`src/rtl/pixel_array_pkg.sv`:
```
// Shared types and helpers for the pixel array sequencer and its row readout buffer.
package pixel_array_pkg;

  typedef enum logic [2:0] {
    S_IDLE,
    S_ERASE,
    S_EXPOSE,
    S_CONVERT,
    S_ROW_SEL,
    S_STREAM
  } state_t;

  // Width of the shared phase counter and of the helper function operands.
  localparam int unsigned CNT_W = 32;

  // Number of CONVERT cycles for a given pixel code width.
  function automatic logic [CNT_W-1:0] conv_len(input int unsigned w);
    return CNT_W'(1) << w;
  endfunction

  function automatic logic [CNT_W-1:0] bin2gray(input logic [CNT_W-1:0] b,
                                                input int unsigned      w);
    logic [CNT_W-1:0] m;
    m = (w >= CNT_W) ? '1 : ((CNT_W'(1) << w) - CNT_W'(1));
    return (b ^ (b >> 1)) & m;
  endfunction

  function automatic logic [CNT_W-1:0] gray2bin(input logic [CNT_W-1:0] g,
                                                input int unsigned      w);
    logic [CNT_W-1:0] m;
    logic [CNT_W-1:0] b;
    m = (w >= CNT_W) ? '1 : ((CNT_W'(1) << w) - CNT_W'(1));
    b = g & m;
    // Prefix XOR: each bit becomes the XOR of itself and all higher Gray bits.
    for (int unsigned s = 1; s < CNT_W; s = s << 1) begin
      b = b ^ (b >> s);
    end
    return b;
  endfunction

endpackage

```
`src/rtl/pixel_row_buffer.sv`:
```
// Captures one row of column codes and streams them out column-first over valid/ready.
module pixel_row_buffer
  import pixel_array_pkg::*;
#(
  parameter int unsigned COLS   = 2,
  parameter int unsigned DATA_W = 8,
  parameter int unsigned GRAY   = 1
) (
  input  logic                     clk,
  input  logic                     rst_n,
  input  logic                     capture,
  input  logic                     last_row,
  input  logic [COLS*DATA_W-1:0]   col_data,
  input  logic                     pix_ready,
  output logic [DATA_W-1:0]        pix_data,
  output logic                     pix_valid,
  output logic                     pix_last,
  output logic                     row_done
);

  localparam int unsigned CW = (COLS > 1) ? $clog2(COLS) : 1;
  localparam logic [CW-1:0] COL_LAST = CW'(COLS - 1);

  logic [DATA_W-1:0] rowbuf [COLS];
  logic [CW-1:0]     col;
  logic              valid;
  logic              xfer;

  assign xfer = valid & pix_ready;

  always_ff @(posedge clk) begin
    if (!rst_n) begin
      valid <= 1'b0;
      col   <= '0;
      for (int unsigned c = 0; c < COLS; c++) begin
        rowbuf[c] <= '0;
      end
    end else if (capture) begin
      for (int unsigned c = 0; c < COLS; c++) begin
        rowbuf[c] <= (GRAY != 0)
          ? DATA_W'(gray2bin(CNT_W'(col_data[c*DATA_W +: DATA_W]), DATA_W))
          : col_data[c*DATA_W +: DATA_W];
      end
      col   <= '0;
      valid <= 1'b1;
    end else if (xfer) begin
      if (col == COL_LAST) begin
        valid <= 1'b0;
        col   <= '0;
      end else begin
        col <= col + 1'b1;
      end
    end
  end

  assign pix_valid = valid;
  assign pix_data  = valid ? rowbuf[col] : '0;
  assign pix_last  = valid & last_row & (col == COL_LAST);
  assign row_done  = xfer & (col == COL_LAST);

endmodule

```
`src/rtl/pixel_array_ctrl.sv`:
```
// Pixel array phase sequencer: erase, expose, ramp conversion, then row-by-row readout.
module pixel_array_ctrl
  import pixel_array_pkg::*;
#(
  parameter int unsigned ROWS         = 2,
  parameter int unsigned COLS         = 2,
  parameter int unsigned DATA_W       = 8,
  parameter int unsigned ERASE_CYCLES = 5,
  parameter int unsigned READ_SETTLE  = 2,
  parameter int unsigned GRAY         = 1
) (
  input  logic                   clk,
  input  logic                   rst_n,
  input  logic                   start,
  input  logic                   cont,
  input  logic [15:0]            expose_len,
  output logic                   erase,
  output logic                   expose,
  output logic                   ramp_en,
  output logic [DATA_W-1:0]      cnt_out,
  output logic                   cnt_oe,
  output logic [ROWS-1:0]        read,
  input  logic [COLS*DATA_W-1:0] col_data,
  output logic [DATA_W-1:0]      pix_data,
  output logic                   pix_valid,
  input  logic                   pix_ready,
  output logic                   pix_last,
  output logic                   busy
);

  localparam int unsigned RW = (ROWS > 1) ? $clog2(ROWS) : 1;
  localparam logic [CNT_W-1:0] CONV_LAST   = conv_len(DATA_W) - CNT_W'(1);
  localparam logic [CNT_W-1:0] ERASE_LAST  = CNT_W'(ERASE_CYCLES - 1);
  localparam logic [CNT_W-1:0] SETTLE_LAST = CNT_W'(READ_SETTLE - 1);
  localparam logic [RW-1:0]    ROW_LAST    = RW'(ROWS - 1);

  state_t           state;
  state_t           state_nx;
  logic [CNT_W-1:0] cnt;
  logic [CNT_W-1:0] exp_last;
  logic [RW-1:0]    row;
  logic [15:0]      exp_len;
  logic             cont_q;
  logic             capture;
  logic             row_done;
  logic             last_row;

  assign last_row = (row == ROW_LAST);
  assign exp_last = CNT_W'(exp_len) - CNT_W'(1);

  always_ff @(posedge clk) begin
    if (!rst_n) begin
      state   <= S_IDLE;
      cnt     <= '0;
      row     <= '0;
      exp_len <= '0;
      cont_q  <= 1'b0;
    end else begin
      state <= state_nx;
      // Phase counter restarts at every phase boundary and idles at zero.
      if (state_nx != state || state == S_IDLE || state == S_STREAM) begin
        cnt <= '0;
      end else begin
        cnt <= cnt + 1'b1;
      end
      if (state == S_IDLE && start) begin
        cont_q  <= cont;
        exp_len <= (expose_len == 16'd0) ? 16'd1 : expose_len;
      end else if (state == S_STREAM && row_done && last_row) begin
        cont_q <= cont_q & cont;
      end
      if (state == S_CONVERT) begin
        row <= '0;
      end else if (state == S_STREAM && row_done && !last_row) begin
        row <= row + 1'b1;
      end
    end
  end

  always_comb begin
    state_nx = state;
    unique case (state)
      S_IDLE:    if (start)                 state_nx = S_ERASE;
      S_ERASE:   if (cnt == ERASE_LAST)     state_nx = S_EXPOSE;
      S_EXPOSE:  if (cnt == exp_last)       state_nx = S_CONVERT;
      S_CONVERT: if (cnt == CONV_LAST)      state_nx = S_ROW_SEL;
      S_ROW_SEL: if (cnt == SETTLE_LAST)    state_nx = S_STREAM;
      S_STREAM: begin
        if (row_done) begin
          if (!last_row)          state_nx = S_ROW_SEL;
          else if (cont_q && cont) state_nx = S_ERASE;
          else                     state_nx = S_IDLE;
        end
      end
      default: state_nx = S_IDLE;
    endcase
  end

  always_comb begin
    erase   = (state == S_ERASE);
    expose  = (state == S_EXPOSE);
    ramp_en = (state == S_CONVERT);
    cnt_oe  = (state == S_CONVERT);
    busy    = (state != S_IDLE);
    cnt_out = '0;
    read    = '0;
    capture = 1'b0;
    if (state == S_CONVERT) begin
      cnt_out = (GRAY != 0) ? DATA_W'(bin2gray(CNT_W'(cnt[DATA_W-1:0]), DATA_W))
                            : cnt[DATA_W-1:0];
    end
    if (state == S_ROW_SEL) begin
      read    = ROWS'(1) << row;
      capture = (cnt == SETTLE_LAST);
    end
  end

  pixel_row_buffer #(
    .COLS   (COLS),
    .DATA_W (DATA_W),
    .GRAY   (GRAY)
  ) u_row_buffer (
    .clk       (clk),
    .rst_n     (rst_n),
    .capture   (capture),
    .last_row  (last_row),
    .col_data  (col_data),
    .pix_ready (pix_ready),
    .pix_data  (pix_data),
    .pix_valid (pix_valid),
    .pix_last  (pix_last),
    .row_done  (row_done)
  );

endmodule

```
`config.mk`:
```
export PLATFORM = sky130hd
export DESIGN_NAME = pixel_array_ctrl
export DESIGN_NICKNAME = d
export VERILOG_FILES = /design/src/rtl/pixel_array_pkg.sv /design/src/rtl/pixel_row_buffer.sv /design/src/rtl/pixel_array_ctrl.sv
export SDC_FILE = /design/constraint.sdc
export NUM_CORES = 1
export LEC_CHECK = 0
export ABC_AREA = 1
export CAP_MARGIN = 20
export CORE_MARGIN = 8
export CORE_UTILIZATION = 51
export CTS_CLUSTER_SIZE = 24
export DETAILED_ROUTE_END_ITERATION = 8
export PLACE_DENSITY = 0.77
export SLEW_MARGIN = 20
export SYNTH_ARGS = -nofsm -noshare
export SYNTH_HDL_FRONTEND = slang
export SYNTH_HIERARCHICAL = 1
export SYNTH_SLANG_ARGS = --single-unit
```
`constraint.sdc`:
```
create_clock -name clk -period 1.8 [get_ports clk]
set_input_delay 0.36 -clock clk [delete_from_list [all_inputs] [get_ports clk]]
set_output_delay 0.36 -clock clk [all_outputs]
set_load 0.005 [all_outputs]
```
# [Word-level counts from Yosys, hierarchy flattened]
# Memory sizes are Yosys's and may differ from the RTL's. A register that Yosys moved wholly into a read port is not among the register bits.
# Index checks and enable logic that the tools add are counted.
[op_classes] n_eq_ne=10 n_bitwise=19 n_addsub=4 n_shift=1 reduce_logical=18 n_mux=28
[op_table] operator="$xor 32x28->32" count=2
[op_table] operator="$xor 32x30->32" count=2
[op_table] operator="$xor 24x24->24" count=2
[op_table] operator="$add 32x1->32 const B" count=1
[op_table] operator="$eq 32x1->1 const B" count=1
[op_table] operator="$eq 32x3->1 const B" count=1
[op_table] operator="$eq 32x32->1" count=1
[op_table] operator="$eq 32x8->1 const B" count=1
[op_table] operator="$mux 8" count=4
[op_table] operator="$xor 8x7->8" count=3
[op_table] operator="$mux 3" count=7
[op_table] operator="$pmux 3 s6" count=1
[op_table] operator="$sub 16x1->17 const B" count=1
[op_table] operator="$logic_not 16->1" count=1
[op_table] operator="$mux 16" count=1
[op_table] operator="$xor 8x8->8" count=2
[op_table] operator="$mux 1" count=14
[op_table] operator="$eq 3x2->1 const B" count=2
[op_table] operator="$eq 3x3->1 const B" count=2
[op_table] operator="$reduce_bool 2->1" count=3
[op_table] operator="$reduce_or 2->1" count=3
[op_table] operator="$and 1x1->1" count=5
[op_table] operator="$logic_and 1x1->1" count=5
[op_table] operator="$eq 3x1->1 const B" count=1
[op_table] operator="11 further kinds" count=14
[totals] ram_bits=16 out_inout_bits=25 reg_bits=55 n_memories=1 wordCells=88
[mem_list] memory="u_row_buffer.rowbuf" words=2 width=8 read_ports=1 rd_ports_with_merged_regs=1 write_ports=2 line="pixel_row_buffer.sv:24" rtl="logic [DATA_W-1:0] rowbuf [COLS];"

# [Depth between registers and ports, before layout]
# Gate-level depths: netlist of the first run.
[logic_depth] word_depth=9 depth_mapped=19 ltp_nobuf=18

# [Cells and area by module]
# Netlist of the first run, hierarchy kept.
[by_module_without_submodules] module="pixel_array_ctrl" seq_area_each_um2=1061.0 cells_per_inst=550 area_per_inst_um2=3647.2 instances=1
[by_module_without_submodules] module="pixel_row_buffer" seq_area_each_um2=540.5 cells_per_inst=226 area_per_inst_um2=1373.8 instances=1

# [Worst setup path after synthesis of the first run]
# No wires, ideal clock.
[synth_timing] kind="flip-flop to flip-flop" startpoint="register cnt[0]" endpoint="register cnt[28]" t_required_ps=1738 path_buffers=0 arrival_ps=1836 synth_period_minus_slack_ps=1898 path_stages_with_launch=11 setup_slack_ps=-98 path_cell_list="dfxtp_1 > ha_1 > nand3_1 > nor2_2 > nand4_1 > nor2_2 > nand4_1 > nor3_1 > xor2_1 > inv_1 > nor2_2"
[synth_between] elab_chain_len=7 word_cells_on_any_way=14 classes_between="1 x add/sub; 5 x eq/ne; 5 x mux; 3 x reduce/logical"
[synth_lines] item="from (decl)" line="pixel_array_ctrl.sv:39" rtl="logic [CNT_W-1:0] cnt;"
[synth_lines] item="from (signal assigned)" line="pixel_array_ctrl.sv:64" rtl="cnt <= cnt + 1'b1;"
[synth_lines] item="$eq 32x1->1, or another cell as far along" line="pixel_array_ctrl.sv:87" rtl="S_ROW_SEL: if (cnt == SETTLE_LAST) state_nx = S_STREAM;"
[synth_lines] item="$mux 3 (on tied branches)"
[synth_lines] item="$pmux 3 s6" line="pixel_array_ctrl.sv:82" rtl="unique case (state)"
[synth_lines] item="$ne 3x3->1" line="pixel_array_ctrl.sv:61" rtl="if (state_nx != state || state == S_IDLE || state == S_STREAM) begin"
[synth_lines] item="$logic_or 1x1->1 (2 in series)" line="pixel_array_ctrl.sv:61"
[synth_lines] item="$reduce_or 2->1 (no source line)"
# Several ways; a longest one is shown, not always the timed one.
# A chain may end at the register's enable or synchronous reset.

# [Worst setup path in the final report of the first run]
[layout_timing] startpoint="register exp_len[6]" endpoint="register cnt[9]"
[layout_between] elab_chain_len=8
[layout_lines] item="from (decl)" line="pixel_array_ctrl.sv:42" rtl="logic [15:0] exp_len;"
[layout_lines] item="from (signal assigned)" line="pixel_array_ctrl.sv:68" rtl="exp_len <= (expose_len == 16'd0) ? 16'd1 : expose_len;"
[layout_lines] item="$sub 16x1->17" line="pixel_array_ctrl.sv:49" rtl="assign exp_last = CNT_W'(exp_len) - CNT_W'(1);"
[layout_lines] item="$eq 32x32->1" line="pixel_array_ctrl.sv:85" rtl="S_EXPOSE: if (cnt == exp_last) state_nx = S_CONVERT;"
[layout_lines] item="$mux 3" line="pixel_array_ctrl.sv:85"
[layout_lines] item="$pmux 3 s6" line="pixel_array_ctrl.sv:82"
[layout_lines] item="$ne 3x3->1" line="pixel_array_ctrl.sv:61"
[layout_lines] item="$logic_or 1x1->1 (2 in series)" line="pixel_array_ctrl.sv:61"
[layout_lines] item="$reduce_or 2->1 (no source line)"
# Every way passes these cells.

==> flow_metrics.tcl, run 1 <==
set metrics [dict create \
    violations "negative setup slack" \
    fin_cells 1098 \
    dieHeight_microns 115 \
    setup_slack_ns -0.302 \
    ys_seq_elements 72 \
    powerDensity_nw_per_um2 522 \
    via_per_inst 5.07 \
    avgSynthCellArea_sq_um 6.47 \
    area_growth_pct 42.7 \
    path_class "register to register" \
    numCtsBuffers 9 \
    syn-num-nets 828 \
    mostFrequentLayoutCell "nand2_1" \
    clock-sinks 72 \
    yosys_warnings 6 \
    grt_pass1_vias 5703 \
    layout_common_cells "233 x nand2_1, 108 x buf_4, 96 x nor2_1" \
    drc 0 \
    fmax_mhz 476 \
    final_util_pct 74.0 \
    io_pins 62 \
    avgRoutedWirePerCell_microns 13.6 \
    postCtsHoldBufs 0 \
    drive_gt1_share_pct 30.4 \
    hold_violations 0 \
    setup_viol_count_final 77 \
    cts_tree "built" \
    synthFlopType "dfxtp_1" \
    seqPwrFrac_pct 46.3 \
    clock_power_share_pct 29.8 \
    p_sw_share_pct 30.9 \
    cp_data_required_time_ns 2.05 \
    ir_drop_v 0.000357 \
    hold_slack_ns 0.496 \
    placed_area_sq_um 6560 \
    vias 5572 \
    period_minus_slack_ns 2.10 \
    layout.nets 1012 \
    gp_congestion 0.886 \
    antenna_left 0 \
    synthArstFlopShare_pct 0 \
    startpoint_type "register" \
    worstMarginPinSlew_ns 0.411 \
    fp.coreArea_sq_um 9680 \
    die_area_sq_um 13300 \
    p_leak_nw 3.26 \
    max-slew-margin-rel_pct 72.4 \
    std_cell_rows 36 \
    cts_root_buffer "clkbuf_8" \
    synthCells 776 \
    maxSlewViolCount 0 \
    start_util_pct 51.8 \
    combinationalPowerShare_pct 23.9 \
    mappedNetlistArea_sq_um 5020 \
    grt_pass1_wl_mm 24.6 \
    antenna_found_initial 0 \
    dp_cells 1062 \
    outcome "finished, violations left" \
    totalWireLength_mm 15.0 \
    track_usage_pct 23.0 \
    hold_path_class "register to register" \
    antenna_cells 0 \
    firstDrtPassIters 5 \
    clk_transition_reported_paths_ns 0.07 \
    io_buffers 61 \
    grt-ovfl-total 0 \
    grt_max_degree 32 \
    drt_iter0_markers 298 \
    end_kind "register" \
    cp_max_fo 6 \
    dpl.hpwl_mm 11.0 \
    synth_cell_types 38 \
    grt_setup_unrepaired "true" \
    final_area_sq_um 7170 \
    worstSkewPairLatency_ns 0.36 \
    final.setup.tns_ns -13.28 \
    fp.dieW_microns 115 \
    ctsLongestPathBuffers 2 \
    dp_slack_ns -0.518 \
    cts_htree_levels 3 \
    finClkSkew_ns 0.0107 \
    p_switching_mw 1.15 \
    period_share_pct 117 \
    arrival_ns 2.35 \
    ys_seq_area_share_pct 31.9 \
    power.total_mw 3.74 \
    synth_edf_count 16 \
    internal_power_mw 2.58 \
    cap_violations 0 \
]
-- cell type report --
| type | count | area, sq um |
|---|---|---|
| clock inverters | 4 | 21.3 |
| well taps | 133 | 166 |
| clock buffers | 12 | 135 |
| repair buffers | 186 | 1620 |
| inverters | 106 | 403 |
| flip-flops and latches | 72 | 1640 |
| fillers | 731 | 2520 |
| multi-input cells | 585 | 3190 |
-- repair_timing --
item | 4_1_cts | 5_1_grt
resized for setup | 126 | 54
gates cloned | 2 | 1
buffers inserted | 12 | 8
pin swaps | 24 | 27
setup endpoints to repair | 83 | 87
-- Yosys cell counts (10+ instances only) --
master	instances	area share (%)
nand2_1	239	18
nor2_1	118	8.8
inv_1	94	7.0
dfxtp_1	56	22
nand3_1	39	3.9
nor2_2	34	4.2
xor2_1	24	4.2
edfxtp_1	16	9.6
o21ai_0	16	1.6
ha_1	15	3.7
a211oi_1	12	1.8
inv_2	12	0.90
xnor2_1	12	2.1
nand2_2	11	1.4
nor3_1	11	1.1
a21oi_1	10	1.0
nand4_1	10	1.2
-- worst max-delay path, stage by stage (launching register included) --
cell     delay (ns)
dfxtp_1        0.35
nor2_2         0.16
nand2_2        0.11
nor2_4         0.19
nand3_2        0.13
o21ai_1        0.10
nand2_1        0.07
nor2_1         0.10
nand2_1        0.06
nor2_1         0.08
nand2_1        0.09
nand2_1        0.08
nand2_2        0.08
nand2_8        0.11
buf_12         0.12
buf_12         0.11
nor2_2         0.03
-- state kept, by name (all words and copies together), names as in the netlist, named ones only --
register,flops
cnt,32
u_row_buffer/rowbuf,16
cont_q,1
u_row_buffer/pix_valid,1
last_row,1
exp_len,16
u_row_buffer/col,1
state,3
-- final timing paths --
check / slack [ns] / startpoint / end / depth (start not counted)
hold / removal: 0.50 / cont_q$_SDFFE_PN0P_ / cont_q$_SDFFE_PN0P_ / 2
setup / recovery: -0.30 / exp_len[6]$_SDFFE_PN0P_ / cnt[9]$_SDFF_PP0_ / 16
hold reg to reg: 0.50 / cont_q$_SDFFE_PN0P_ / cont_q$_SDFFE_PN0P_ / 2
setup reg to reg: -0.30 / exp_len[6]$_SDFFE_PN0P_ / cnt[9]$_SDFF_PP0_ / 16
-- power by group through the flow --
stage | clock (mW) | combinational, mW | sequential [mW]
final | 1.11 | 0.893 | 1.73
after global routing | 1.21 | 0.993 | 1.73
after CTS | 1.15 | 0.860 | 1.73
after detailed placement | 0 | 0.783 | 1.76
after global placement | 0 | 0.754 | 1.76
after floorplan | 0 | 0.462 | 1.76
-- metal layers --
| metal | wire length [microns] | share of wire, % | GRT usage (%) |
|---|---|---|---|
| met1 | 5750 | 38 | 23.9 |
| met5 | 0 | 0 | 0 |
| met2 | 7790 | 52 | 42.5 |
| met3 | 900 | 6.0 | 4.83 |
| met4 | 548 | 3.7 | 12.5 |
-- cell families after synthesis --
group / synth area share [%]
buf+inv: 9.59
fa+ha+maj: 3.74
flops: 31.9
compound gates: 5.56
xor+xnor: 6.28
simple gates: 42.9
(Power assumes the default switching activity.)
==> run 2, diff against run 1 <==
Settings changed: PLACE_DENSITY 0.77 to 0.83.
==> run 2 against run 1 <==
  * The run still ends with negative setup slack left
  * Critical path depth rose by 2
  * Sequential share of layout area fell by 0.28 points
  * Global-route usage fell by 0.89 points
  * Critical path type unchanged
  * Critical endpoint is now cnt[11]$_SDFF_PP0_
  * Largest cell class unchanged
==> flow_metrics.tcl, run 2 (same netlist as run 1, synthesis figures left out) <==
set metrics [dict create \
    dp_slack_ns -0.503 \
    hold_path_class "register to register" \
    cts_htree_levels 3 \
    std_cell_rows 36 \
    power.total_mw 3.82 \
    r2r-start "exp_len[0]$_SDFFE_PN0P_" \
    top_regs "cnt x32, exp_len x16, u_row_buffer/rowbuf x16" \
    layout.nets 1011 \
    ir_drop_v 0.000339 \
    final.setup.tns_ns -18.59 \
    die_area_sq_um 13300 \
    avgRoutedWirePerCell_microns 15.6 \
    setup_viol_count_final 53 \
    final_area_sq_um 7240 \
    maxSlewViolCount 0 \
    nFillCells 644 \
    worstSkewPairLatency_ns 0.36 \
    layout_common_cells "231 x nand2_1, 106 x buf_4, 94 x nor2_1" \
    path_class "register to register" \
    cap_violations 0 \
    end_kind "register" \
    grt-ovfl-total 0 \
    clk_transition_reported_paths_ns 0.09 \
    dpl.hpwl_mm 10.2 \
    seqPwrFrac_pct 45.3 \
    dieHeight_microns 115 \
    powerDensity_nw_per_um2 528 \
    totalWireLength_mm 17.1 \
    worstMarginPinSlew_ns 0.406 \
    slowest_stage "dfxtp_2" \
    period_minus_slack_ns 2.35 \
    hold_slack_ns 0.500 \
    combinationalPowerShare_pct 24.1 \
    cp_max_fo 8 \
    numCtsBuffers 9 \
    area_growth_pct 44.3 \
    fp.coreArea_sq_um 9680 \
    reg2reg_depth 18 \
    drive_gt1_share_pct 31.0 \
    cpMostUsedCell "nand2_1" \
    clock-sinks 72 \
    setup_slack_ns -0.547 \
    cp_data_required_time_ns 2.05 \
    final_util_pct 74.8 \
    outcome "finished, violations left" \
    holdPathEnd "cont_q$_SDFFE_PN0P_" \
    dp_cells 1059 \
    antenna_found_initial 0 \
    internal_power_mw 2.63 \
    ctsLongestPathBuffers 2 \
    grt_pass1_wl_mm 23.9 \
    hold_violations 0 \
    drc 0 \
    vias 5839 \
    placed_area_sq_um 6520 \
    start_util_pct 51.8 \
    grt_max_degree 32 \
    cp_cell_sequence "inv_2, buf_4, nand2_2, inv_1, nand2_1, nand2_1, nand2_1, nand2_1, nand2_1, nor2_2, nand2_1, nor2_1, nand2_1, nand2_1, nand2_2, nand2_8, clkbuf_16, nor2_2" \
    antenna_left 0 \
    regMostFlops "cnt" \
    reg2reg_to "cnt[11]$_SDFF_PP0_" \
    fmax_mhz 426 \
    clock_power_share_pct 30.6 \
    largest_register_ffs 32 \
    drt_iter0_markers 538 \
    gp_congestion 0.933 \
    antenna_cells 0 \
    mostFrequentLayoutCell "nand2_1" \
    min_path_cells 2 \
    fp.dieW_microns 115 \
    p_switching_mw 1.19 \
    grt_setup_unrepaired "true" \
    firstDrtPassIters 8 \
    cts_root_buffer "clkbuf_8" \
    hold_path.startpoint "cont_q$_SDFFE_PN0P_" \
    io_buffers 61 \
    critPathMaxStageDelay_ns 0.34 \
    p_leak_nw 3.29 \
    finClkSkew_ns 0.0147 \
    multi_input_area_sq_um 3220 \
    startpoint_type "register" \
    p_sw_share_pct 31.2 \
    io_pins 62 \
    track_usage_pct 22.2 \
    seq_area_sq_um 1630 \
    period_share_pct 130 \
    fin_cells 1097 \
    violations "negative setup slack" \
    grt_pass1_vias 5227 \
    max-slew-margin-rel_pct 72.9 \
    rrSetupSlack_ns -0.55 \
    via_per_inst 5.32 \
    arrival_ns 2.60 \
    cts_tree "built" \
]
-- run 2: cell count changes in the layout (fill, tap and decap cells not counted), sizes merged --
cell	change
buf	-3
dlymetal6s2s	-1
clkdlybuf4s50	-1
clkinvlp	+1
dlygate4sd2	+6
inv	-1
clkinv	-1
clkdlybuf4s15	-1
-- run 2: layout make-up --
class                           instances  share of cell area, %
Sequential cell                        72                   22.5
Timing Repair Buffer                  185                   22.7
Clock inverter                          3                  0.242
Clock buffer                           13                   2.06
Tap cell                              133                   2.30
Multi-Input combinational cell        585                   44.5
Inverter                              106                   5.70
-- run 2: repair_timing --
item	CTS	global route
gates cloned	2	4
resized for setup	111	73
setup buffers	9	9
pin swaps	8	36
hold buffers	0	0
endpoints found under the setup margin	79	79
-- run 2: power groups by stage --
| stage | registers (mW) | logic (mW) | clock network (mW) |
|---|---|---|---|
| global route | 1.74 | 1.01 | 1.23 |
| detailed placement | 1.76 | 0.747 | 0 |
| CTS | 1.73 | 0.807 | 1.17 |
| finish | 1.73 | 0.920 | 1.17 |
| floorplan | 1.76 | 0.462 | 0 |
| global placement | 1.76 | 0.728 | 0 |
-- run 2: critical path: cells and delay by family, from the launching register on --
kind / cells / cell delay (ns)
AND/OR/NAND/NOR: 14 / 1.40
buffers and inverters: 4 / 0.48
flip-flops: 1 / 0.34
-- run 2: how the worst max path moves through the flow --
stage,startpoint,end,depth (start not counted)
finish,exp_len[0]$_SDFFE_PN0P_,cnt[11]$_SDFF_PP0_,18
global route,exp_len[0]$_SDFFE_PN0P_,cnt[11]$_SDFF_PP0_,18
CTS,exp_len[0]$_SDFFE_PN0P_,cnt[3]$_SDFF_PP0_,16
detailed placement,pix_ready,cnt[7]$_SDFF_PP0_,11
global placement,pix_ready,cnt[14]$_SDFF_PP0_,11
floorplan,cnt[0]$_SDFF_PP0_,cnt[28]$_SDFF_PP0_,10
-- run 2: routing by layer --
metal	global-route usage (%)	vias to the layer above	wire [microns]
li1	-	2800	-
met4	8.84	0	875
met1	26.4	2637	6620
met5	0	-	0
met3	4.78	90	1320
met2	37.9	312	8300
==> run 3, diff against run 2 <==
Settings changed: ABC_AREA 1 to unset, CORE_UTILIZATION 51 to 50.
==> run 3 against run 2 <==
  * The flow still finishes with violations (negative setup slack)
  * Sequential share of layout area grew 0.063 points
  * Global-route usage grew 2.6 points
  * Combinational power grew 18%
  * Routed wire length increased by 8.3%
  * Worst setup slack got worse by 0.22 ns
  * Non-clock buffer count increased by 32
  * First-iteration DRC count decreased by 4.1%
  * Die area decreased by 6.1%
  * Count of clock-buffer cells in the layout decreased by 3
  * Fmax is 8.5% lower
  * Clock skew is 0.011 ns higher
  * Power increased by 12%
==> flow_metrics.tcl, run 3 <==
set metrics [dict create \
    holdPathEnd "u_row_buffer/pix_valid$_SDFFE_PN0P_" \
    totalWireLength_mm 18.5 \
    min_path_cells 4 \
    dieHeight_microns 112 \
    ir_drop_v 0.000407 \
    grt_pass1_vias 5107 \
    setup_viol_count_final 81 \
    internal_power_mw 3.01 \
    drc 0 \
    dp_slack_ns -0.693 \
    synth_area_leaders "dfxtp_1 25%, edfxtp_1 11%, xnor2_1 8.2%, nand2_1 6.5%, xor2_1 5.4%" \
    slowest_stage "or4b_4" \
    synthCells 534 \
    synth-adder-area-share_pct 4.10 \
    antenna_left 0 \
    synth_top_family_by_area "simple AND/OR/NAND/NOR gates" \
    period_share_pct 143 \
    syn-num-nets 586 \
    area_growth_pct 59.4 \
    rrSetupSlack_ns -0.77 \
    hold_slack_ns 0.502 \
    violations "negative setup slack" \
    worstSkewPairLatency_ns 0.38 \
    arrival_ns 2.83 \
    powerDensity_nw_per_um2 588 \
    cts_tree "built" \
    path_class "register to register" \
    synth_common_cells "79 x nand2_1, 56 x dfxtp_1, 46 x nor2_1" \
    max-slew-margin-rel_pct 59.7 \
    io_buffers 61 \
    cp_data_required_time_ns 2.06 \
    dpl.hpwl_mm 9.52 \
    layout.nets 788 \
    clock-sinks 72 \
    ys_seq_area_share_pct 35.0 \
    numCtsBuffers 9 \
    mostFrequentLayoutCell "buf_4" \
    clock_power_share_pct 34.6 \
    setup_slack_ns -0.767 \
    io_pins 62 \
    drive_gt1_share_pct 43.0 \
    maxSlewViolCount 0 \
    synthFlopType "dfxtp_1" \
    hold_path.startpoint "pix_ready" \
    gp_congestion 0.896 \
    synth_cell_types 61 \
    outcome "finished, violations left" \
    mappedNetlistArea_sq_um 4570 \
    vias 5163 \
    clk_transition_reported_paths_ns 0.11 \
    hold_path_class "input port to register" \
    fp.dieW_microns 112 \
    postCtsHoldBufs 0 \
    synth_edf_count 16 \
    grt_max_degree 33 \
    avgRoutedWirePerCell_microns 21.7 \
    worstMarginPinSlew_ns 0.603 \
    top_regs "cnt x32, exp_len x16, u_row_buffer/rowbuf x16" \
    fmax_mhz 390 \
    p_sw_share_pct 29.9 \
    regMostFlops "cnt" \
    end_kind "register" \
    synth_xor_area_share_pct 14.3 \
    critPathTopFamily "simple AND/OR/NAND/NOR gates" \
    fp.coreArea_sq_um 9060 \
    track_usage_pct 24.8 \
    combinationalPowerShare_pct 25.5 \
    start_util_pct 50.5 \
    p_switching_mw 1.28 \
    yosys_warnings 6 \
    reg2reg_to "cnt[2]$_SDFF_PP0_" \
    synth-compound-area-share_pct 8.78 \
    largest_register_ffs 32 \
    antenna_found_initial 0 \
    cts_root_buffer "clkbuf_8" \
    period_minus_slack_ns 2.57 \
    synthSimpleGateAreaFrac_pct 30.7 \
    grt_setup_unrepaired "true" \
    firstDrtPassIters 5 \
    synthArstFlopShare_pct 0 \
    cap_violations 0 \
    seqPwrFrac_pct 39.9 \
    grt_pass1_wl_mm 25.0 \
    cp_max_fo 8 \
    yosysMostFrequentCell "nand2_1" \
    synth_top_area_share_pct 24.5 \
    grt-ovfl-total 0 \
    drt_iter0_markers 516 \
    muxShareOfSynthArea_pct 2.19 \
    avgSynthCellArea_sq_um 8.57 \
    finClkSkew_ns 0.0259 \
    p_leak_nw 3.04 \
    startpoint_type "register" \
    crit_buf_inv 3 \
    critPathMaxStageDelay_ns 0.45 \
    cts_htree_levels 3 \
    die_area_sq_um 12500 \
    layout_common_cells "122 x buf_4, 75 x nand2_1, 43 x xnor2_1" \
    yosys.area.top_type "dfxtp_1" \
    hold_violations 0 \
    antenna_cells 0 \
    r2r-start "exp_len[1]$_SDFFE_PN0P_" \
    std_cell_rows 35 \
    reg2reg_depth 10 \
    ctsLongestPathBuffers 2 \
    via_per_inst 6.06 \
    cp_cell_sequence "inv_2, ha_4, or4b_4, or3_4, a31oi_4, o2111ai_4, nor4_4, buf_6, clkbuf_16, nor2_1" \
    ys_seq_elements 72 \
]
## run 3: cell types whose count changed after synthesis, moves of 12 or more
cell and delta:
xnor2_1 +31, inv_1 -82, a21boi_0 +20, inv_2 -12, nor2_1 -72, nand3_1 -24
nand2_1 -160, nor2b_1 +14, nor2_2 -14
## run 3: cells by family (layout without fill, tap and decap cells)
logic type,count (synthesis),after routing
muxes,10,10
AOI/OAI and AO/OA,55,55
and+or+nand+nor,268,271
xor gates and xnor gates,73,73
DFF,72,72
buffers and inverters,41,245
adders and majority gates,15,15
## run 3: metal layers
metal	up-vias	routed length (microns)	share of wire, %	global-route usage, %
met1	2451	6400	35	24.2
met3	131	1310	7.1	4.60
met2	330	9350	50	46.5
li1	2251	-	-	-
met4	0	1460	7.9	16.6
met5	-	0	0	0
## run 3: layout make-up
| cell class | count | area (sq um) |
|---|---|---|
| Multi-Input combinational cell | 424 | 3290 |
| Tap cell | 111 | 139 |
| Fill cell | 465 | 1770 |
| Clock inverter | 6 | 83.8 |
| Sequential cell | 72 | 1650 |
| Clock buffer | 10 | 128 |
| Inverter | 12 | 45.0 |
| Timing Repair Buffer | 217 | 1960 |
## run 3: how the worst max path moves through the flow
stage / start / to / slack [ns] / depth (start not counted)
after CTS: exp_len[1]$_SDFFE_PN0P_ / cnt[31]$_SDFF_PP0_ / -0.69 / 9
after detailed placement: exp_len[1]$_SDFFE_PN0P_ / cnt[31]$_SDFF_PP0_ / -0.69 / 9
after global placement: exp_len[1]$_SDFFE_PN0P_ / cnt[13]$_SDFF_PP0_ / -0.61 / 7
after floorplan: exp_len[1]$_SDFFE_PN0P_ / cnt[10]$_SDFF_PP0_ / -0.62 / 9
after global routing: exp_len[1]$_SDFFE_PN0P_ / cnt[7]$_SDFF_PP0_ / -0.82 / 10
final: exp_len[1]$_SDFFE_PN0P_ / cnt[2]$_SDFF_PP0_ / -0.77 / 10
## run 3: per-stage QoR
step                      cell area (sq um)  setup TNS [ns]  utilization [%]  instances  total power, mW
final                                  7290          -36.65             80.4        852             4.29
after global routing                   7290          -39.98             80.4        852             4.42
after CTS                              6820          -23.07             75.3        834             4.10
after detailed placement               6160          -35.55             67.9        795             2.64
after global placement                 6160          -29.74             67.9        795             2.60
after floorplan                        4650          -19.41                -        534             2.27
## run 3: power by group through the flow
stage	registers, mW	clock network [mW]	logic [mW]
2_1_floorplan	1.76	0	0.515
3_3_place_gp	1.75	0	0.849
3_5_place_dp	1.76	0	0.881
4_1_cts	1.71	1.43	0.967
5_1_grt	1.72	1.55	1.16
6_report	1.71	1.48	1.09
## run 3: tightest hold or removal path: stages
cell            delay [ns]
dlymetal6s2s_1        0.16
nand2_1               0.11
a21oi_2               0.07
nor2b_1               0.14
## run 3: repair_timing
item | CTS | global route
setup buffers | 18 | 15
setup endpoints to repair | 108 | 105
gates cloned | 5 | 6
resized for setup | 158 | 100
pin swaps | 18 | 16
hold endpoints to repair | 0 | 0
